**src/rtl/slot_pkg.sv**
```systemverilog
// Shared types and constants for the slot-machine reel generator.
package slot_pkg;

  typedef enum logic [1:0] {
    IDLE = 2'd0,
    SPIN = 2'd1,
    DONE = 2'd2
  } state_t;

  localparam int              DIGIT_W           = 4;
  localparam logic [3:0]      DIGIT_MAX         = 4'd9;
  localparam logic [15:0]     LFSR_TAPS         = 16'hB400;
  localparam logic [15:0]     LFSR_SEED_DEFAULT = 16'hACE1;

  // Nibbles 10..15 fold back onto 0..5, so every reel shows a decimal digit.
  function automatic logic [DIGIT_W-1:0] to_digit(input logic [3:0] nib);
    return (nib > DIGIT_MAX) ? nib - 4'd10 : nib;
  endfunction

endpackage

```
**src/rtl/slot_lfsr16.sv**
```systemverilog
// Free-running 16-bit Galois LFSR, x^16+x^14+x^13+x^11+1, shifting right.
module slot_lfsr16
  import slot_pkg::*;
#(
  parameter logic [15:0] SEED = LFSR_SEED_DEFAULT
) (
  input  logic        clk,
  input  logic        rst,
  output logic [15:0] value
);

  always_ff @(posedge clk) begin
    if (rst) begin
      value <= SEED;
    end else begin
      value <= {1'b0, value[15:1]} ^ (value[0] ? LFSR_TAPS : 16'h0000);
    end
  end

endmodule

```
**src/rtl/slot_reels.sv**
```systemverilog
// Four-reel generator: a spin edge starts all reels cycling, then they freeze
// one by one and result_valid strobes once the last digit is final.
module slot_reels
  import slot_pkg::*;
#(
  parameter int unsigned SPIN_TICKS    = 50_000_000,
  parameter int unsigned STAGGER_TICKS = 25_000_000,
  parameter logic [15:0] LFSR_SEED     = LFSR_SEED_DEFAULT
) (
  input  logic       clk,
  input  logic       rst,
  input  logic       spin,
  output logic [3:0] randNum1,
  output logic [3:0] randNum2,
  output logic [3:0] randNum3,
  output logic [3:0] randNum4,
  output logic       spinning,
  output logic       result_valid
);

  // result_valid is a one-cycle strobe with no ready/backpressure: the digits
  // are guaranteed final only in the cycle it is high, and they then hold until
  // the next spin edge is accepted.

  state_t                    state, state_next;
  logic [31:0]               cnt, cnt_next;
  logic [3:0]                running, running_next;
  logic [3:0][DIGIT_W-1:0]   reel, reel_next, digit;
  logic [15:0]               lfsr_value;
  logic                      spin_q;
  logic                      spin_event;

  function automatic logic [31:0] freeze_at(input int unsigned k);
    return 32'(SPIN_TICKS + k * STAGGER_TICKS - 1);
  endfunction

  slot_lfsr16 #(
    .SEED (LFSR_SEED)
  ) u_lfsr (
    .clk   (clk),
    .rst   (rst),
    .value (lfsr_value)
  );

  assign spin_event = spin & ~spin_q;

  always_comb begin
    for (int k = 0; k < 4; k++) begin
      digit[k] = to_digit(lfsr_value[4*k +: 4]);
    end
  end

  always_comb begin
    state_next   = state;
    cnt_next     = cnt;
    running_next = running;
    reel_next    = reel;
    case (state)
      IDLE: begin
        if (spin_event) begin
          state_next   = SPIN;
          cnt_next     = 32'd0;
          running_next = 4'b1111;
        end
      end
      SPIN: begin
        cnt_next = cnt + 32'd1;
        for (int k = 0; k < 4; k++) begin
          if (running[k]) begin
            reel_next[k] = digit[k];
            if (cnt == freeze_at(k)) running_next[k] = 1'b0;
          end
        end
        // Reel 4 always freezes last, so its freeze ends the spin.
        if (running[3] && (cnt == freeze_at(3))) state_next = DONE;
      end
      DONE:    state_next = IDLE;
      default: state_next = IDLE;
    endcase
  end

  always_ff @(posedge clk) begin
    if (rst) begin
      state        <= IDLE;
      cnt          <= 32'd0;
      running      <= 4'b0000;
      reel         <= '0;
      spin_q       <= 1'b1;
      spinning     <= 1'b0;
      result_valid <= 1'b0;
    end else begin
      state        <= state_next;
      cnt          <= cnt_next;
      running      <= running_next;
      reel         <= reel_next;
      spin_q       <= spin;
      spinning     <= (state_next == SPIN);
      result_valid <= (state_next == DONE);
    end
  end

  assign randNum1 = reel[0];
  assign randNum2 = reel[1];
  assign randNum3 = reel[2];
  assign randNum4 = reel[3];

endmodule
```
**config.mk**
```make
export PLATFORM = sky130hd
export DESIGN_NAME = slot_reels
export DESIGN_NICKNAME = d
export VERILOG_FILES = /design/src/rtl/slot_pkg.sv /design/src/rtl/slot_lfsr16.sv /design/src/rtl/slot_reels.sv
export SDC_FILE = /design/constraint.sdc
export NUM_CORES = 1
export LEC_CHECK = 0
export CORE_MARGIN = 8
export CORE_UTILIZATION = 45
export CTS_BUF_LIST = sky130_fd_sc_hd__clkbuf_4 sky130_fd_sc_hd__clkbuf_8
export DETAILED_ROUTE_END_ITERATION = 10
export SYNTH_ARGS = -nofsm -noshare
export SYNTH_HDL_FRONTEND = slang
export SYNTH_HIERARCHICAL = 1
export SYNTH_SLANG_ARGS = --single-unit
```
**constraint.sdc**
```tcl
create_clock -name clk -period 4.5 [get_ports clk]
set_input_delay 0.9 -clock clk [delete_from_list [all_inputs] [get_ports clk]]
set_output_delay 0.9 -clock clk [all_outputs]
set_load 0.03 [all_outputs]
```
==> reports/qor.yml, run 1 <==
cells_and_area:
  syn_to_final_growth_pct: 14.3
  fin_area_sq_um: 3930
  n_antenna_cell: 0
  finish.net_count: 410
  fill_cells: 725
  instances_no_fill: 509
  fin_util_pct: 51.9
  drive_gt1_share_pct: 10.3
clocking:
  clk_latency_ns: 0.34
  cts_tree: "built"
  cts_hold_repair.buffers: 0
  path_clk_slew_ns: 0.09
  cts_made_buffers: 9
  cts_buffer_depth: 2
  root_buffer: "clkbuf_8"
  cts_resized: 0
  h-tree-depth: 3
  cts.sinks: 73
  postCtsSetupBuffers: 0
floorplanning:
  initial_core_util_pct: 45.4
  die_area_sq_um: 10700
  fp.dieH_microns: 103
  io_pins: 21
  rows: 32
  core-area_sq_um: 7570
  die_x_microns: 103
global_routing:
  grt_use_total_pct: 16.4
  grt_start_max_net_pins: 61
  grt_pass1_vias: 2836
  grt-ovfl-total: 0
  grt_antenna_before_repair: 0
  grt_pass1_wl_mm: 13.9
timing:
  fin_crit_ns: 2.40
  hold_viol_final: 0
  fmax_ghz: 0.417
  setup_viol: 0
  fin_hold_ws_ns: 0.451
  drv_slew: 0
  slew_headroom_pct: 32.0
  rsz0062_at_grt: "no"
  skew_ns: 0.0142
  finalSetupTns_ns: 0
  min_period_over_period_pct: 53.3
  worst_pin_slew_ns: 1.02
flow_run:
  max_cap_viol_count: 0
synthesis:
  synthArstFlopShare_pct: 0
  ys_seq_area_share_pct: 42.5
  synth_edf_count: 0
  syn_area_per_cell_sq_um: 8.79
  syn_inst: 391
  ys_warn_count: 6
  synth_nets: 399
  synth_area_sq_um: 3440
  yosys.cell_types.count: 50
  synthFlopType: "dfxtp_1"
  ys_ff_latch: 73
setup_path:
  setup.worst_path.start: "spin"
  cp_cell_sequence: "clkdlybuf4s50_1 -> or4b_2 -> o311ai_0 -> a21oi_1"
  crit_arrival_ns: 2.57
  endpoint_kind: "register"
  critical_path.slowest_cell: "or4b_2"
  r2r-start: "cnt[0]"
  cp_max_fo: 17
  worstSetupPathType: "in2reg"
  cp-start-kind: "input pin"
  required_ns: 4.67
  critical-path-max-stage-delay_ns: 0.84
detailed_routing:
  drt_wl_total_mm: 7.96
  drc_errors: 0
  firstDrtPassIters: 4
  post_drt_wl_per_cell_microns: 15.6
  vias: 2967
  wl_met1_mm: 3.95
  ant_nets: 0
  wl_met2_mm: 3.60
  drt-initial-drc-count: 164
  route.met3.wl_microns: 335
  top_layer: "met4"
  vias_per_cell: 5.83
outcome:
  outcome: "complete, no violations"
power:
  power_density_nw_per_um2: 349
  power.internal_w: 0.00106
  p_sw_share_pct: 22.6
  power.leakage_nw: 1.27
  seq_power_share_pct: 49.4
  pwr-share-clk_pct: 45.9
  ir_drop_uv: 181
  combPwrFrac_pct: 4.7
  p_sw_w: 0.000311
placement:
  placed_cell_area_sq_um: 3680
  portBuffers: 20
  dp.cells: 493
  gp_congestion: 0.794
  hpwl_mm: 5.31
min_path:
  min-delay-start: "randNum3[3]"
  hp-class: "reg2reg"
-- state kept, by name, indices dropped and copies added, names as in the netlist --
signal and count:
spinning 1, randNum3 4, cnt 32, randNum1 4, result_valid 1, randNum4 4
spin_q 1, state 2, running 4, u_lfsr/value 16, randNum2 4
-- power groups by stage --
stage               Clock, W  Sequential, W  Combinational (W)
floorplan                  0       0.000690          0.0000473
global placement           0       0.000693          0.0000619
detailed placement         0       0.000693          0.0000642
CTS                 0.000642       0.000678          0.0000643
global route        0.000675       0.000681          0.0000718
finish              0.000630       0.000678          0.0000639
-- kinds of logic after synthesis --
group / Yosys count / share of synthesized area [%]
AND/OR/NAND/NOR: 180 / 31.0
AO/OA/AOI/OAI: 87 / 16.6
flip-flops: 73 / 42.5
buffers and inverters: 33 / 4.08
multiplexers: 10 / 3.28
adder cells (fa/ha/maj): 5 / 1.82
XOR/XNOR: 3 / 0.764
-- path summary, 6_finish.rpt --
check                endpoint  slack [ns]  depth (start not counted)
setup / recovery      cnt[17]        2.10                          4
hold reg to reg   randNum3[3]        0.45                          2
hold / removal    randNum3[3]        0.45                          2
setup reg to reg      cnt[30]        2.32                          5
-- critical path, delay by kind of cell --
kind,cells,cell delay [ns]
buf+inv,1,0.50
compound gates,2,0.33
simple gates,1,0.84
-- synth_stat cells (6+ instances only) --
| cell type | number | area share [%] |
|---|---|---|
| dfxtp_1 | 73 | 43 |
| a21oi_1 | 40 | 5.8 |
| nand2_1 | 30 | 3.3 |
| nor2_1 | 28 | 3.1 |
| nand3_1 | 18 | 2.6 |
| clkbuf_1 | 15 | 1.6 |
| nor3b_1 | 14 | 3.1 |
| nand4_1 | 11 | 2.0 |
| inv_1 | 10 | 1.1 |
| mux2_2 | 10 | 3.3 |
| or4_1 | 10 | 2.2 |
| nor3_1 | 9 | 1.3 |
| o311ai_0 | 9 | 2.3 |
| o2111ai_1 | 8 | 2.0 |
| a211oi_1 | 7 | 1.5 |
| or2_1 | 7 | 1.3 |
| or3_1 | 7 | 1.3 |
| and2b_1 | 6 | 1.3 |
-- layer usage --
metal  global-route usage [%]  vias to the layer above
met4                     5.23                        0
li1                         -                     1493
met5                        0                        -
met2                     24.7                       51
met3                     3.82                        8
met1                     22.6                     1415
-- through the flow --
step / power, W / setup WS, ns
after floorplan: 0.000737 / 2.31
after global placement: 0.000754 / 1.81
after detailed placement: 0.000757 / 1.78
after CTS: 0.00138 / 2.12
after global routing: 0.00143 / 2.05
final: 0.00137 / 2.10
-- cell usage in the layout, fill, tap and decap left out, types with 10 or more instances in the layout --
| cell type | instances |
|---|---|
| inv_1 | 10 |
| nor3b_1 | 14 |
| nand2_1 | 30 |
| dfxtp_1 | 73 |
| a21oi_1 | 40 |
| or4_1 | 10 |
| nor2_1 | 28 |
| nand3_1 | 18 |
| nand4_1 | 11 |
| clkdlybuf4s50_1 | 19 |
| mux2_2 | 10 |
-- layout make-up --
class / instances / area [sq um] / share of cell area (%)
Timing Repair Buffer: 23 / 218 / 5.54
Clock inverter: 6 / 114 / 2.90
Inverter: 10 / 37.5 / 0.955
Tap cell: 102 / 128 / 3.25
Sequential cell: 73 / 1460 / 37.2
Multi-Input combinational cell: 285 / 1840 / 46.8
Clock buffer: 10 / 131 / 3.34
(Power assumes the default switching activity.)
==> run 2: changes to the inputs <==
==> constraint.sdc (replaced) <==
create_clock -name clk -period 2.3 [get_ports clk]
set_input_delay 0.46 -clock clk [delete_from_list [all_inputs] [get_ports clk]]
set_output_delay 0.46 -clock clk [all_outputs]
set_load 0.03 [all_outputs]
==> reports/qor.yml, run 2 (synthesis results as in run 1) <==
timing:
  fin_crit_ns: 2.12
  fmax_ghz: 0.472
  finalSetupTns_ns: 0  # unchanged
  worst_pin_slew_ns: 0.706  # was 1.02 ns
  setup_viol: 0  # unchanged
  skew_ns: 0.00744  # was 0.0142 ns
  hold_viol_final: 0  # unchanged
  min_period_over_period_pct: 92.1
  slew_headroom_pct: 52.9  # was 32.0%
  drv_slew: 0  # unchanged
  rsz0062_at_grt: "no"  # unchanged
setup_path:
  required_ns: 2.53  # was 4.67 ns
  worstSetupPathType: "reg2reg"  # was in2reg
  crit_arrival_ns: 2.35  # was 2.57 ns
  endpoint_kind: "register"  # unchanged
  cp_max_fo: 8  # was 17
  cp-start-kind: "register"  # was input pin
detailed_routing:
  drt_wl_total_mm: 7.98  # was 7.96 mm
  drc_errors: 0  # unchanged
  firstDrtPassIters: 4  # unchanged
  vias_per_cell: 5.73  # was 5.83
  vias: 3029  # was 2967
  post_drt_wl_per_cell_microns: 15.1  # was 15.6 microns
  drt-initial-drc-count: 204  # was 164
  ant_nets: 0  # unchanged
power:
  ir_drop_uv: 281  # was 181 uV
  power_density_nw_per_um2: 662  # was 349 nW/um^2
  power.leakage_nw: 1.38  # was 1.27 nW
clocking:
  root_buffer: "clkbuf_8"  # unchanged
  cts_buffer_depth: 2  # unchanged
  h-tree-depth: 3  # unchanged
  cts_resized: 0  # unchanged
  cts_hold_repair.buffers: 0  # unchanged
  postCtsSetupBuffers: 0  # unchanged
  cts_made_buffers: 9  # unchanged
  cts_tree: "built"  # unchanged
  clk_latency_ns: 0.34  # about the same
  cts.sinks: 73  # unchanged
  path_clk_slew_ns: 0.08  # was 0.09 ns
cells_and_area:
  drive_gt1_share_pct: 14.5  # was 10.3%
  finish.net_count: 430  # was 410
  n_antenna_cell: 0  # unchanged
  fin_util_pct: 53.9  # was 51.9%
  layout_common_cells: "dfxtp_1, a21oi_1, nand2_1, nor2_1, buf_4"  # was dfxtp_1, a21oi_1, nand2_1, nor2_1, clkdlybuf4s50_1
  syn_to_final_growth_pct: 18.7  # was 14.3%
  largest_reg_flops: 32  # unchanged
  fin_area_sq_um: 4080  # was 3930 sq um
  largest_registers: "cnt: 32 flops, u_lfsr/value: 16 flops"  # unchanged
  regMostFlops: "cnt"  # unchanged
  mostFrequentLayoutCell: "dfxtp_1"  # unchanged
global_routing:
  grt_use_total_pct: 16.2  # was 16.4%
  grt_pass1_vias: 2705  # was 2836
  grt_start_max_net_pins: 42  # was 61
  grt-ovfl-total: 0  # unchanged
  grt_antenna_before_repair: 0  # unchanged
  grt_pass1_wl_mm: 13.6  # was 13.9 mm
placement:
  hpwl_mm: 5.69  # was 5.31 mm
  placed_cell_area_sq_um: 3830  # was 3680 sq um
  portBuffers: 20  # unchanged
  gp_congestion: 0.874  # was 0.794
floorplanning:
  io_pins: 21  # unchanged
  die_x_microns: 103  # unchanged
  core-area_sq_um: 7570  # unchanged
  fp.dieH_microns: 103  # unchanged
  die_area_sq_um: 10700  # unchanged
  rows: 32  # unchanged
  initial_core_util_pct: 45.4  # unchanged
flow_run:
  max_cap_viol_count: 0  # unchanged
outcome:
  outcome: "complete, no violations"  # unchanged
min_path:
  hp-class: "reg2reg"  # unchanged
[run 2: changes by cell type in the layout (fill, tap and decap cells not counted), sizes merged]
cell      delta
inv          -1
clkinvlp     -2
clkinv       +3
buf         +20
[run 2: critical path, stage by stage, from the launching register on]
cell     delay (ns)
dfxtp_1        0.51
nand4_2        0.23
or4_1          0.63
nor3_1         0.28
mux2_2         0.36
[run 2: through the flow]
stage	setup slack, ns	hold slack, ns	total power [W]	cells
finish	0.181	0.439	0.00270	529
global route	0.0833	0.457	0.00280	529
CTS	0.167	0.443	0.00272	529
detailed placement	0.136	0.433	0.00149	513
global placement	0.179	0.427	0.00149	513
floorplan	0.444	0.408	0.00144	391
[run 2: cell type report]
| type | instances | area [sq um] |
|---|---|---|
| Timing Repair Buffer | 43 | 368 |
| Clock inverter | 6 | 116 |
| Multi-Input combinational cell | 285 | 1840 |
| Tap cell | 102 | 128 |
| Inverter | 10 | 37.5 |
| Fill cell | 706 | 3490 |
| Clock buffer | 10 | 131 |
| Sequential cell | 73 | 1460 |
[run 2: final timing paths]
kind              cells after the start  slack (ns)        startpoint                to
hold / removal                        1        0.44  u_lfsr/value[12]  u_lfsr/value[11]
setup reg to reg                      4        0.18            cnt[7]           cnt[27]
setup / recovery                      4        0.18            cnt[7]           cnt[27]
hold reg to reg                       1        0.44  u_lfsr/value[12]  u_lfsr/value[11]
[run 2: routing by layer]
| metal | routed length, microns | global-route usage, % | up-vias |
|---|---|---|---|
| met5 | 0 | 0 | - |
| met4 | 83 | 6.56 | 0 |
| met3 | 395 | 3.35 | 8 |
| met2 | 3510 | 23.2 | 70 |
| met1 | 3990 | 22.8 | 1422 |
| li1 | - | - | 1529 |
[run 2: power by group]
| group | switching, W | internal (W) | total, W | leakage (nW) |
|---|---|---|---|---|
| registers | 0.0000341 | 0.00129 | 0.00133 | 0.594 |
| logic | 0.0000779 | 0.0000570 | 0.000135 | 0.658 |
| clock network | 0.000500 | 0.000739 | 0.00124 | 0.124 |
| total | 0.000612 | 0.00209 | 0.00270 | 1.38 |
